[config.mk]
export PLATFORM = sky130hd
export DESIGN_NAME = uart_mmio_flat
export DESIGN_NICKNAME = d
export VERILOG_FILES = /design/src/rtl/uart_mmio_if.sv /design/src/rtl/uart_mmio.sv /design/src/flat_wrapper.sv
export SDC_FILE = /design/constraint.sdc
export NUM_CORES = 1
export LEC_CHECK = 0
export ABC_AREA = 1
export BUFFER_PORTS_ARGS = -buffer_cell sky130_fd_sc_hd__clkbuf_2
export CORE_ASPECT_RATIO = 1.25
export CORE_MARGIN = 10
export CORE_UTILIZATION = 40
export CTS_CLUSTER_DIAMETER = 150
export CTS_CLUSTER_SIZE = 20
export DETAILED_ROUTE_END_ITERATION = 7
export PLACE_DENSITY = 0.66
export RECOVER_POWER = 50
export SLEW_MARGIN = 25
export SYNTH_ARGS = -nofsm -noshare
export SYNTH_HDL_FRONTEND = slang
export SYNTH_SLANG_ARGS = --single-unit
export TNS_END_PERCENT = 20
[constraint.sdc]
create_clock -name sysclk -period 1.4 [get_ports sysclk]
set_input_delay 0.21 -clock sysclk [delete_from_list [all_inputs] [get_ports sysclk]]
set_output_delay 0.21 -clock sysclk [all_outputs]
set_load 0.005 [all_outputs]
[src/rtl/uart_mmio_if.sv]
// CPU peripheral bus bundle for the UART register window.
// The CPU side drives strobes, address and write data; the peripheral returns read data.
interface uart_mmio_if;
  logic        read;
  logic        write;
  logic [31:0] addr;
  logic [31:0] wdata;
  logic [31:0] rdata;

  modport master (output read, output write, output addr, output wdata, input rdata);
  modport slave  (input read, input write, input addr, input wdata, output rdata);
endinterface

[src/rtl/uart_mmio.sv]
// Memory-mapped 8N1 UART: a serial receiver and transmitter behind the TXD/RXD/CON registers.
// It raises a level interrupt on RX data available and on TX frame done.
module uart_mmio #(
  parameter int unsigned BAUD_DIV = 10416,
  parameter logic [31:0] ADDR_TXD = 32'h4000_0018,
  parameter logic [31:0] ADDR_RXD = 32'h4000_001C,
  parameter logic [31:0] ADDR_CON = 32'h4000_0020
) (
  input  logic        sysclk,
  input  logic        reset,
  input  logic        UART_RX,
  output logic        UART_TX,
  output logic        RX_EFF,
  output logic        TX_STATUS,
  output logic        interrupt,
  uart_mmio_if.slave  bus
);

  localparam int unsigned CNT_W = (BAUD_DIV > 2) ? $clog2(BAUD_DIV) : 1;
  localparam logic [CNT_W-1:0] BIT_LAST  = CNT_W'(BAUD_DIV - 1);
  localparam logic [CNT_W-1:0] HALF_LAST = CNT_W'(BAUD_DIV / 2 - 1);

  typedef enum logic [1:0] {S_IDLE, S_START, S_DATA, S_STOP} state_e;

  state_e           rx_state_q, rx_state_d, tx_state_q, tx_state_d;
  logic [2:0]       rx_sync_q, rx_sync_d;
  logic [CNT_W-1:0] rx_cnt_q, rx_cnt_d, tx_cnt_q, tx_cnt_d;
  logic [2:0]       rx_bit_q, rx_bit_d, tx_bit_q, tx_bit_d;
  logic [7:0]       rx_shift_q, rx_shift_d, tx_shift_q, tx_shift_d;
  logic [7:0]       rxd_q, rxd_d, txd_q, txd_d;
  logic             rx_eff_q, rx_eff_d, ovr_q, ovr_d, fe_q, fe_d;
  logic             tx_q, tx_d, tx_status_q, tx_status_d, tx_done_q, tx_done_d;
  logic             tx_ie_q, tx_ie_d, rx_ie_q, rx_ie_d, irq_q, irq_d;

  logic rx_line, rx_fall, rx_load, rx_ferr, tx_done_set;
  logic rd_rxd, rd_con, wr_txd, wr_con, tx_accept;
  logic unused_wdata;

  assign rd_rxd    = bus.read  && (bus.addr == ADDR_RXD);
  assign rd_con    = bus.read  && (bus.addr == ADDR_CON);
  assign wr_txd    = bus.write && (bus.addr == ADDR_TXD);
  assign wr_con    = bus.write && (bus.addr == ADDR_CON);
  assign tx_accept = wr_txd && tx_status_q;

  // rx_sync_q: [0] first stage, [1] synchronised line, [2] previous value for edge detect
  assign rx_line      = rx_sync_q[1];
  assign rx_fall      = rx_sync_q[2] & ~rx_sync_q[1];
  assign unused_wdata = ^bus.wdata[31:8];

  // Next-state logic for both serial engines and the register file
  always_comb begin
    rx_state_d  = rx_state_q;
    rx_sync_d   = {rx_sync_q[1:0], UART_RX};
    rx_cnt_d    = rx_cnt_q;
    rx_bit_d    = rx_bit_q;
    rx_shift_d  = rx_shift_q;
    tx_state_d  = tx_state_q;
    tx_cnt_d    = tx_cnt_q;
    tx_bit_d    = tx_bit_q;
    tx_shift_d  = tx_shift_q;
    txd_d       = txd_q;
    tx_d        = 1'b1;
    rx_load     = 1'b0;
    rx_ferr     = 1'b0;
    tx_ie_d     = tx_ie_q;
    rx_ie_d     = rx_ie_q;

    unique case (rx_state_q)
      S_IDLE: begin
        if (rx_fall) begin
          rx_state_d = S_START;
          rx_cnt_d   = '0;
        end
      end
      S_START: begin
        if (rx_cnt_q == HALF_LAST) begin
          rx_cnt_d   = '0;
          rx_bit_d   = '0;
          rx_state_d = rx_line ? S_IDLE : S_DATA;
        end else begin
          rx_cnt_d = rx_cnt_q + CNT_W'(1);
        end
      end
      S_DATA: begin
        if (rx_cnt_q == BIT_LAST) begin
          rx_cnt_d   = '0;
          rx_shift_d = {rx_line, rx_shift_q[7:1]};
          rx_bit_d   = rx_bit_q + 3'd1;
          if (rx_bit_q == 3'd7) rx_state_d = S_STOP;
        end else begin
          rx_cnt_d = rx_cnt_q + CNT_W'(1);
        end
      end
      S_STOP: begin
        if (rx_cnt_q == BIT_LAST) begin
          rx_cnt_d   = '0;
          rx_state_d = S_IDLE;
          rx_load    = rx_line;
          rx_ferr    = ~rx_line;
        end else begin
          rx_cnt_d = rx_cnt_q + CNT_W'(1);
        end
      end
      default: rx_state_d = S_IDLE;
    endcase

    // UART_TX follows the registered state one cycle later, so the line goes low after the write edge
    unique case (tx_state_q)
      S_IDLE: begin
        tx_d = 1'b1;
        if (tx_accept) begin
          tx_state_d = S_START;
          tx_cnt_d   = '0;
          tx_shift_d = bus.wdata[7:0];
          txd_d      = bus.wdata[7:0];
        end
      end
      S_START: begin
        tx_d = 1'b0;
        if (tx_cnt_q == BIT_LAST) begin
          tx_cnt_d   = '0;
          tx_bit_d   = '0;
          tx_state_d = S_DATA;
        end else begin
          tx_cnt_d = tx_cnt_q + CNT_W'(1);
        end
      end
      S_DATA: begin
        tx_d = tx_shift_q[0];
        if (tx_cnt_q == BIT_LAST) begin
          tx_cnt_d   = '0;
          tx_shift_d = {1'b0, tx_shift_q[7:1]};
          tx_bit_d   = tx_bit_q + 3'd1;
          if (tx_bit_q == 3'd7) tx_state_d = S_STOP;
        end else begin
          tx_cnt_d = tx_cnt_q + CNT_W'(1);
        end
      end
      S_STOP: begin
        tx_d = 1'b1;
        if (tx_cnt_q == BIT_LAST) begin
          tx_cnt_d   = '0;
          tx_state_d = S_IDLE;
        end else begin
          tx_cnt_d = tx_cnt_q + CNT_W'(1);
        end
      end
      default: tx_state_d = S_IDLE;
    endcase

    // Ready rises together with the end of the stop bit on the line
    tx_status_d = (tx_state_q == S_IDLE) && !tx_accept;
    tx_done_set = (tx_state_q == S_IDLE) && !tx_status_q;

    if (wr_con) begin
      tx_ie_d = bus.wdata[0];
      rx_ie_d = bus.wdata[1];
    end

    // New events win over read-to-clear in the same cycle
    rxd_d     = rx_load ? rx_shift_q : rxd_q;
    rx_eff_d  = rx_load ? 1'b1 : (rd_rxd ? 1'b0 : rx_eff_q);
    ovr_d     = (rx_load && rx_eff_q) ? 1'b1 : (rd_con ? 1'b0 : ovr_q);
    fe_d      = rx_ferr     ? 1'b1 : (rd_con ? 1'b0 : fe_q);
    tx_done_d = tx_done_set ? 1'b1 : (rd_con ? 1'b0 : tx_done_q);
    irq_d     = (rx_ie_d & rx_eff_d) | (tx_ie_d & tx_done_d);
  end

  always_ff @(posedge sysclk) begin
    if (!reset) begin
      rx_state_q  <= S_IDLE;
      tx_state_q  <= S_IDLE;
      rx_sync_q   <= 3'b111;
      rx_cnt_q    <= '0;
      tx_cnt_q    <= '0;
      rx_bit_q    <= '0;
      tx_bit_q    <= '0;
      rx_shift_q  <= '0;
      tx_shift_q  <= '0;
      rxd_q       <= '0;
      txd_q       <= '0;
      rx_eff_q    <= 1'b0;
      ovr_q       <= 1'b0;
      fe_q        <= 1'b0;
      tx_q        <= 1'b1;
      tx_status_q <= 1'b1;
      tx_done_q   <= 1'b0;
      tx_ie_q     <= 1'b0;
      rx_ie_q     <= 1'b0;
      irq_q       <= 1'b0;
    end else begin
      rx_state_q  <= rx_state_d;
      tx_state_q  <= tx_state_d;
      rx_sync_q   <= rx_sync_d;
      rx_cnt_q    <= rx_cnt_d;
      tx_cnt_q    <= tx_cnt_d;
      rx_bit_q    <= rx_bit_d;
      tx_bit_q    <= tx_bit_d;
      rx_shift_q  <= rx_shift_d;
      tx_shift_q  <= tx_shift_d;
      rxd_q       <= rxd_d;
      txd_q       <= txd_d;
      rx_eff_q    <= rx_eff_d;
      ovr_q       <= ovr_d;
      fe_q        <= fe_d;
      tx_q        <= tx_d;
      tx_status_q <= tx_status_d;
      tx_done_q   <= tx_done_d;
      tx_ie_q     <= tx_ie_d;
      rx_ie_q     <= rx_ie_d;
      irq_q       <= irq_d;
    end
  end

  // Combinational read mux; unmapped addresses read as zero
  always_comb begin
    bus.rdata = '0;
    if (bus.read) begin
      if (bus.addr == ADDR_TXD)      bus.rdata = {24'd0, txd_q};
      else if (bus.addr == ADDR_RXD) bus.rdata = {24'd0, rxd_q};
      else if (bus.addr == ADDR_CON)
        bus.rdata = {25'd0, fe_q, ovr_q, tx_status_q, rx_eff_q, tx_done_q, rx_ie_q, tx_ie_q};
    end
  end

  assign UART_TX   = tx_q;
  assign RX_EFF    = rx_eff_q;
  assign TX_STATUS = tx_status_q;
  assign interrupt = irq_q;

endmodule

[src/flat_wrapper.sv]
// flat-port wrapper written by rule: the top's interface ports become plain ports
module uart_mmio_flat 
#(
  parameter int unsigned BAUD_DIV = 10416,
  parameter logic [31:0] ADDR_TXD = 32'h4000_0018,
  parameter logic [31:0] ADDR_RXD = 32'h4000_001C,
  parameter logic [31:0] ADDR_CON = 32'h4000_0020
)
  (sysclk, reset, UART_RX, UART_TX, RX_EFF, TX_STATUS, interrupt, bus_read, bus_write, bus_addr, bus_wdata, bus_rdata);
  uart_mmio_if bus_i ();
  input  logic sysclk;
  input  logic reset;
  input  logic UART_RX;
  output logic UART_TX;
  output logic RX_EFF;
  output logic TX_STATUS;
  output logic interrupt;
  input wire logic [$bits(bus_i.read)-1:0] bus_read;
  input wire logic [$bits(bus_i.write)-1:0] bus_write;
  input wire logic [$bits(bus_i.addr)-1:0] bus_addr;
  input wire logic [$bits(bus_i.wdata)-1:0] bus_wdata;
  output wire logic [$bits(bus_i.rdata)-1:0] bus_rdata;
  assign bus_i.read = bus_read;
  assign bus_i.write = bus_write;
  assign bus_i.addr = bus_addr;
  assign bus_i.wdata = bus_wdata;
  assign bus_rdata = bus_i.rdata;
  uart_mmio #(.BAUD_DIV(BAUD_DIV), .ADDR_TXD(ADDR_TXD), .ADDR_RXD(ADDR_RXD), .ADDR_CON(ADDR_CON)) u_core (.sysclk(sysclk), .reset(reset), .UART_RX(UART_RX), .UART_TX(UART_TX), .RX_EFF(RX_EFF), .TX_STATUS(TX_STATUS), .interrupt(interrupt), .bus(bus_i));
endmodule
==> flow_summary.json, run 1 <==
{
  "setup_violations": 65,
  "place_ws_ps": -291,
  "drive_above_1_share_pct": 32.9,
  "crit_family": "buffers and inverters",
  "port_buffers": 56,
  "synthSimpleGateAreaFrac_pct": 33.8,
  "finalCriticalPeriod_ps": 1600,
  "rsz0062_at_grt": "yes",
  "cp.depth": 10,
  "cp-end-kind": "output port",
  "diodes": 0,
  "detail-route-antenna-nets": 0,
  "crit_fanout": 4,
  "die_h_um": 143,
  "arrival_ps": 1390,
  "hold_class": "input pin to flip-flop",
  "clkLatencyLatePin_ps": 340,
  "synth_xor_area_share_pct": 1.08,
  "critPathKind": "input pin to output port",
  "synth.ff_latch_count": 82,
  "hold_viol_final": 0,
  "p_leak_nw": 3.10,
  "slew_violations": 0,
  "whs_path_depth": 2,
  "start_kind": "input pin",
  "dieArea_um2": 17000,
  "cp_cell_sequence": "clkbuf_2, inv_2, nand2_1, nor2_4, nand2_4, nor2_4, buf_4, buf_4, o41ai_2, clkbuf_2",
  "drtIter0Drc": 253,
  "maxCapViolations": 0,
  "grt_overflow_total": 0,
  "cts.sinks": 82,
  "root_buffer": "clkbuf_16",
  "multiInputGateArea_um2": 3030,
  "syn2layout_area_growth_pct": 38.0,
  "worstMarginPinSlew_ps": 523,
  "fp-row-count": 45,
  "cts_buffers": 9,
  "yosys-mux-area-fraction_pct": 0,
  "drc": 0,
  "required_ps": 1190,
  "gp_congestion": 0.891,
  "violations": "negative setup slack",
  "worst_slew_margin_rel_pct": 65.1,
  "skew_ps": 5.18,
  "grt_pass1_vias": 4715,
  "chipWidth_um": 119,
  "synth_area_leaders": "dfxtp_1 (34%), nand2_1 (12%), inv_1 (8.2%), nor2_1 (7.6%), a21oi_1 (6.8%)",
  "synth_top_area_cell": "dfxtp_1",
  "slowest_delay_ps": 340,
  "synth_adder_area_share_pct": 3.85,
  "dp_hpwl_um": 9420,
  "cp_slowest_cell": "o41ai_2",
  "vias": 4949,
  "clock.fmax_ghz": 0.623,
  "dr.pass1.iters": 4,
  "synthCells": 748,
  "cts_tree": "done",
  "yosysTopAreaCellShare_pct": 33.6,
  "htree_levels": 3,
  "clk_path_buf_depth": 2,
  "seqCellArea_um2": 1650,
  "final.setup.worst_slack_ps": -205,
  "synth_top_family_by_area": "simple AND/OR/NAND/NOR gates",
  "nNetsFinal": 978,
  "grt_max_degree": 50,
  "grt_pass1_wl_um": 21200,
  "avgViaCountPerCell": 4.66,
  "ir_worst_vdd_mv": 0.537,
  "clk_pin_slew_worst_paths_ps": 60,
  "ioPinCount": 105,
  "yosysWarnings": 0,
  "critPathBufInv": 5,
  "fillers": 1172,
  "syn_area_per_cell_um2": 6.52,
  "antenna_found_initial": 0,
  "yosysSeqAreaShare_pct": 33.6,
  "status": "complete, but fails checks",
  "grt_usage_pct": 14.7,
  "place_area_um2": 5920,
  "drt_wl_total_um": 12900,
  "reg2regPathDepth": 12,
  "avgRoutedWirePerCell_um": 12.1,
  "post-route-period-util_pct": 115,
  "final_area_um2": 6730,
  "start_util_pct": 40.5,
  "synth_compound_area_share_pct": 12.8,
  "powerDensity_nw_per_um2": 989,
  "netlist_area_um2": 4880,
  "core_um2": 12000,
  "ys_types": 38
}
[final timing paths]
path,slack [ps],from,end
worst min-delay path,60,UART_RX,u_core.rx_sync_q[0]$_SDFF_PN1_
worst min register to register,410,u_core.rx_sync_q[0]$_SDFF_PN1_,u_core.rx_sync_q[1]$_SDFF_PN1_
worst max-delay path,-200,bus_addr[9],bus_rdata[7]
worst max register to register,-170,u_core.rx_cnt_q[0]$_SDFFE_PN0N_,u_core.rx_cnt_q[9]$_SDFFE_PN0N_
[cell usage in the layout (no fill, tap or decap), types with 3 or more instances in the layout]
cell	netlist	layout
nand2_1	159	145
o211ai_1	6	6
nand2_2	12	14
a21oi_1	66	50
inv_1	106	92
dfxtp_2	0	9
nand3_1	52	43
buf_4	28	92
nor3_1	8	6
clkbuf_16	0	9
inv_2	8	14
a21oi_2	0	15
or2_2	4	3
ha_1	15	11
buf_2	4	3
nor2_2	6	13
nand2_4	0	9
nand2_8	0	3
nand4_1	18	18
o21ai_1	3	16
inv_4	0	8
inv_6	0	3
nand3_2	3	11
conb_1	1	24
nand3_4	2	4
nor2_1	99	82
dfxtp_1	82	73
buf_6	2	9
o21ai_0	37	22
xor2_1	5	5
clkbuf_2	1	43
nor2_4	2	12
clkbuf_1	7	4
[through the flow]
step | utilization [%] | power, W | instances | TNS, ps | hold slack [ps]
floorplan | - | 0.00355 | 771 | -618 | 317
global placement | 49.2 | 0.00404 | 1036 | -12280 | 393
detailed placement | 49.2 | 0.00405 | 1036 | -13890 | 403
CTS | 53.3 | 0.00659 | 1061 | -5450 | 45.7
global route | 55.9 | 0.00702 | 1063 | -14280 | 61.1
finish | 55.9 | 0.00666 | 1063 | -6160 | 55.7
[cells in the mapped netlist (all sizes together)]
library cell	count
a21o	1
conb	1
nor2	108
and2	1
a31oi	1
a211oi	1
o41ai	1
buf	34
xnor2	1
dfxtp	82
inv	114
o31ai	1
nor3	9
nand3	57
nand4	18
o311ai	1
a21oi	66
nor3b	1
o21ai	40
nand2	171
clkbuf	8
clkinv	1
xor2	5
o211ai	6
ha	15
or2	4
[timing repair]
| action | CTS | global route |
|---|---|---|
| resized for setup | 39 | 99 |
| setup buffers | 8 | 2 |
| gates cloned | 1 | 0 |
| setup endpoints to repair | 71 | 82 |
| pin swaps | 12 | 35 |
| hold buffers | 0 | 0 |
[sequential cells by signal (all words and copies together) (netlist names), named ones only]
name	flops
u_core.interrupt	1
u_core.rx_sync_q	3
u_core.rx_ie_q	1
u_core.txd_q	8
u_core.tx_bit_q	3
u_core.rxd_q	8
u_core.tx_ie_q	1
u_core.fe_q	1
u_core.TX_STATUS	1
u_core.rx_bit_q	3
u_core.ovr_q	1
u_core.rx_shift_q	8
u_core.tx_done_q	1
u_core.tx_state_q	2
u_core.RX_EFF	1
u_core.tx_cnt_q	14
u_core.rx_cnt_q	14
u_core.tx_shift_q	8
u_core.UART_TX	1
u_core.rx_state_q	1
[power by group]
part | leakage [nW] | internal [W] | switching, W
sequential | 0.668 | 0.00246 | 0.0000588
combinational | 2.29 | 0.000670 | 0.00100
clock | 0.146 | 0.00145 | 0.00102
[routing by layer]
layer / part of all wire [%] / vias to the layer above / track usage, %
met1: 43 / 2225 / 16.2
li1: - / 2631 / -
met4: 1.4 / 0 / 5.60
met3: 2.9 / 16 / 2.71
met5: 0 / - / 0
met2: 53 / 77 / 27.5
[logic make-up after synthesis]
kind of cell	count (synthesis)
adders and majority gates	15
other	1
buffers and inverters	157
DFF	82
AOI/OAI and AO/OA	118
xor gates and xnor gates	6
and+or+nand+nor	369
[cell type report]
class / instances / share of cell area, %
Timing Repair Buffer: 153 / 16.0
Sequential cell: 82 / 24.6
Multi-Input combinational cell: 533 / 45.1
Clock buffer: 10 / 3.55
Tap cell: 164 / 3.05
Inverter: 115 / 6.71
Clock inverter: 6 / 1.06
[worst register-to-register path: stages, from the launching register on]
cell	delay [ps]
dfxtp_2	350
ha_4	150
nand2_4	70
nor2_4	110
inv_2	60
nor2_2	90
nand2_2	110
nand2_2	100
nand2_4	80
inv_4	90
nand2_8	90
nand2_8	110
a21oi_2	70
Note: power is estimated with default switching activity, not from simulation.
==> run 2, diff against run 1 <==
--- a/config.mk
+++ b/config.mk
@@ -6,16 +6,16 @@
 export NUM_CORES = 1
 export LEC_CHECK = 0
 export ABC_AREA = 1
-export BUFFER_PORTS_ARGS = -buffer_cell sky130_fd_sc_hd__clkbuf_2
 export CORE_ASPECT_RATIO = 1.25
 export CORE_MARGIN = 10
 export CORE_UTILIZATION = 40
 export CTS_CLUSTER_DIAMETER = 150
 export CTS_CLUSTER_SIZE = 20
 export DETAILED_ROUTE_END_ITERATION = 7
-export PLACE_DENSITY = 0.66
+export DONT_BUFFER_PORTS = 1
+export PLACE_DENSITY = 0.58
 export RECOVER_POWER = 50
-export SLEW_MARGIN = 25
+export SLEW_MARGIN = 20
 export SYNTH_ARGS = -nofsm -noshare
 export SYNTH_HDL_FRONTEND = slang
 export SYNTH_SLANG_ARGS = --single-unit
==> flow_summary.json, run 2 (synthesis gave the netlist of run 1 again) <==
{
  "whs_path_depth": 2,
  "setup_violations": 38,
  "clk_path_buf_depth": 2,
  "gp_congestion": 0.921,
  "largest_registers": "u_core.rx_cnt_q: 14 flops, u_core.tx_cnt_q: 14 flops",
  "clk_pin_slew_worst_paths_ps": 60,
  "fp-row-count": 45,
  "clkLatencyLatePin_ps": 340,
  "reg2regPathDepth": 12,
  "drc": 0,
  "setup-tns-final_ps": -2390,
  "dieArea_um2": 17000,
  "core_um2": 12000,
  "drt_wl_total_um": 13300,
  "cp-end-kind": "flip-flop",
  "grt_max_degree": 30,
  "p_leak_nw": 2.83,
  "drtIter0Drc": 181,
  "detail-route-antenna-nets": 0,
  "root_buffer": "clkbuf_16",
  "hold_ws_ps": -3.72,
  "chipWidth_um": 119,
  "worst_slew_margin_rel_pct": 31.7,
  "hold_viol_final": 4,
  "status": "complete, but fails checks",
  "syn2layout_area_growth_pct": 32.4,
  "r2r-start": "u_core.rx_cnt_q[0]$_SDFFE_PN0N_",
  "final.setup.worst_slack_ps": -139,
  "finalPower_w": 0.00648,
  "critPathKind": "flip-flop to flip-flop",
  "crit_fanout": 8,
  "grt_usage_pct": 15.3,
  "start_kind": "flip-flop",
  "multiInputGateArea_um2": 3030,
  "grt_pass1_vias": 4687,
  "dp_hpwl_um": 9590,
  "rsz0062_at_grt": "yes",
  "dr.pass1.iters": 4,
  "die_h_um": 143,
  "skew_ps": 5.62,
  "avgViaCountPerCell": 4.79,
  "ctsHoldBuffers": 8,
  "nNetsFinal": 923,
  "ir_worst_vdd_mv": 0.711,
  "final_cell_mix": "nand2_1 (145), inv_1 (86), nor2_1 (83), buf_4 (83), dfxtp_1 (66)",
  "mostFrequentLayoutCell": "nand2_1",
  "diodes": 0,
  "start_util_pct": 40.5,
  "arrival_ps": 1760,
  "p_sw_w": 0.00202,
  "antenna_found_initial": 0,
  "finalCriticalPeriod_ps": 1540,
  "required_ps": 1620,
  "clkPwrFrac_pct": 36.5,
  "min-delay-start": "reset",
  "clock.fmax_ghz": 0.650,
  "powerDensity_nw_per_um2": 1000,
  "vias": 4828,
  "grt_pass1_wl_um": 21500,
  "avgRoutedWirePerCell_um": 13.2,
  "hold_end": "u_core.rx_shift_q[5]$_SDFFE_PN0P_",
  "seqCellArea_um2": 1670,
  "reg2reg_to": "u_core.rx_cnt_q[4]$_SDFFE_PN0N_",
  "port_buffers": 0,
  "cts.sinks": 82,
  "maxCapViolations": 0,
  "ioPinCount": 105,
  "rrSetupSlack_ps": -140,
  "slew_violations": 0,
  "worstMarginPinSlew_ps": 1030,
  "violations": "negative hold slack, negative setup slack",
  "grt_overflow_total": 0,
  "htree_levels": 3,
  "drive_above_1_share_pct": 29.7,
  "swShare_pct": 31.2,
  "fillers": 1134,
  "p_seq_share_pct": 38.9,
  "hold_class": "input pin to flip-flop",
  "cts_buffers": 9,
  "post-route-period-util_pct": 110,
  "pwr-share-comb_pct": 24.6,
  "cts_tree": "done",
  "power.internal_w": 0.00446
}
## run 2: stage by stage
step | setup slack (ps) | cell area, µm² | util [%] | hold WS, ps | cells
3_3_place_gp | -179 | 5620 | 46.6 | 298 | 975
2_1_floorplan | -46.8 | 5070 | - | 317 | 771
5_1_grt | -248 | 6460 | 53.6 | -12.8 | 1008
6_report | -139 | 6460 | 53.6 | -3.72 | 1008
4_1_cts | -154 | 6220 | 51.6 | 0.507 | 1006
3_5_place_dp | -182 | 5620 | 46.6 | 302 | 975
## run 2: per-layer routing
metal  GRT usage, %  up-vias  routed length (µm)
met5              0        -                   0
met4           6.25        0                 246
met3           3.26       20                 560
met2           28.0       78                7000
met1           16.8     2209                5520
li1               -     2521                   -
## run 2: power groups by stage
stage                     sequential, W  combinational [W]  clock [W]
final                           0.00252            0.00160    0.00237
after global routing            0.00253            0.00178    0.00251
after CTS                       0.00251            0.00146    0.00244
after detailed placement        0.00257            0.00136          0
after global placement          0.00256            0.00133          0
after floorplan                 0.00256           0.000985          0
## run 2: critical path, cell delays in order (launching register included)
cell     delay [ps]
dfxtp_2         350
ha_4            150
nand2_4          60
nor2_4          100
inv_2            50
nor2_2           80
nand2_2         100
nand2_2          90
nand2_4          80
inv_4            80
nand2_8          80
nand2_4         120
a21oi_1          70
## run 2: how the worst max path moves through the flow
stage               slack, ps                         endpoint                             from
detailed placement       -180  u_core.rx_cnt_q[4]$_SDFFE_PN0N_  u_core.rx_cnt_q[1]$_SDFFE_PN0N_
global route             -250  u_core.rx_cnt_q[4]$_SDFFE_PN0N_  u_core.rx_cnt_q[0]$_SDFFE_PN0N_
global placement         -180                     bus_rdata[0]                     bus_addr[27]
finish                   -140  u_core.rx_cnt_q[4]$_SDFFE_PN0N_  u_core.rx_cnt_q[0]$_SDFFE_PN0N_
CTS                      -150  u_core.rx_cnt_q[4]$_SDFFE_PN0N_  u_core.rx_cnt_q[0]$_SDFFE_PN0N_
floorplan                 -50     u_core.rxd_q[6]$_SDFFE_PN0P_  u_core.rx_cnt_q[1]$_SDFFE_PN0N_
## run 2: layout make-up
type	count	share of cell area, %
Clock buffer	10	3.54
Timing Repair inverter	1	0.116
Sequential cell	82	25.8
Timing Repair Buffer	97	12.1
Inverter	115	7.21
Clock inverter	6	1.05
Tap cell	164	3.18
Multi-Input combinational cell	533	46.9
## run 2: repair_timing
action	CTS	global route
setup buffers	6	1
cloned	1	1
endpoints found under the setup margin	72	82
gates resized for setup	61	88
pin swaps	31	14
endpoints found under the hold margin	21	7
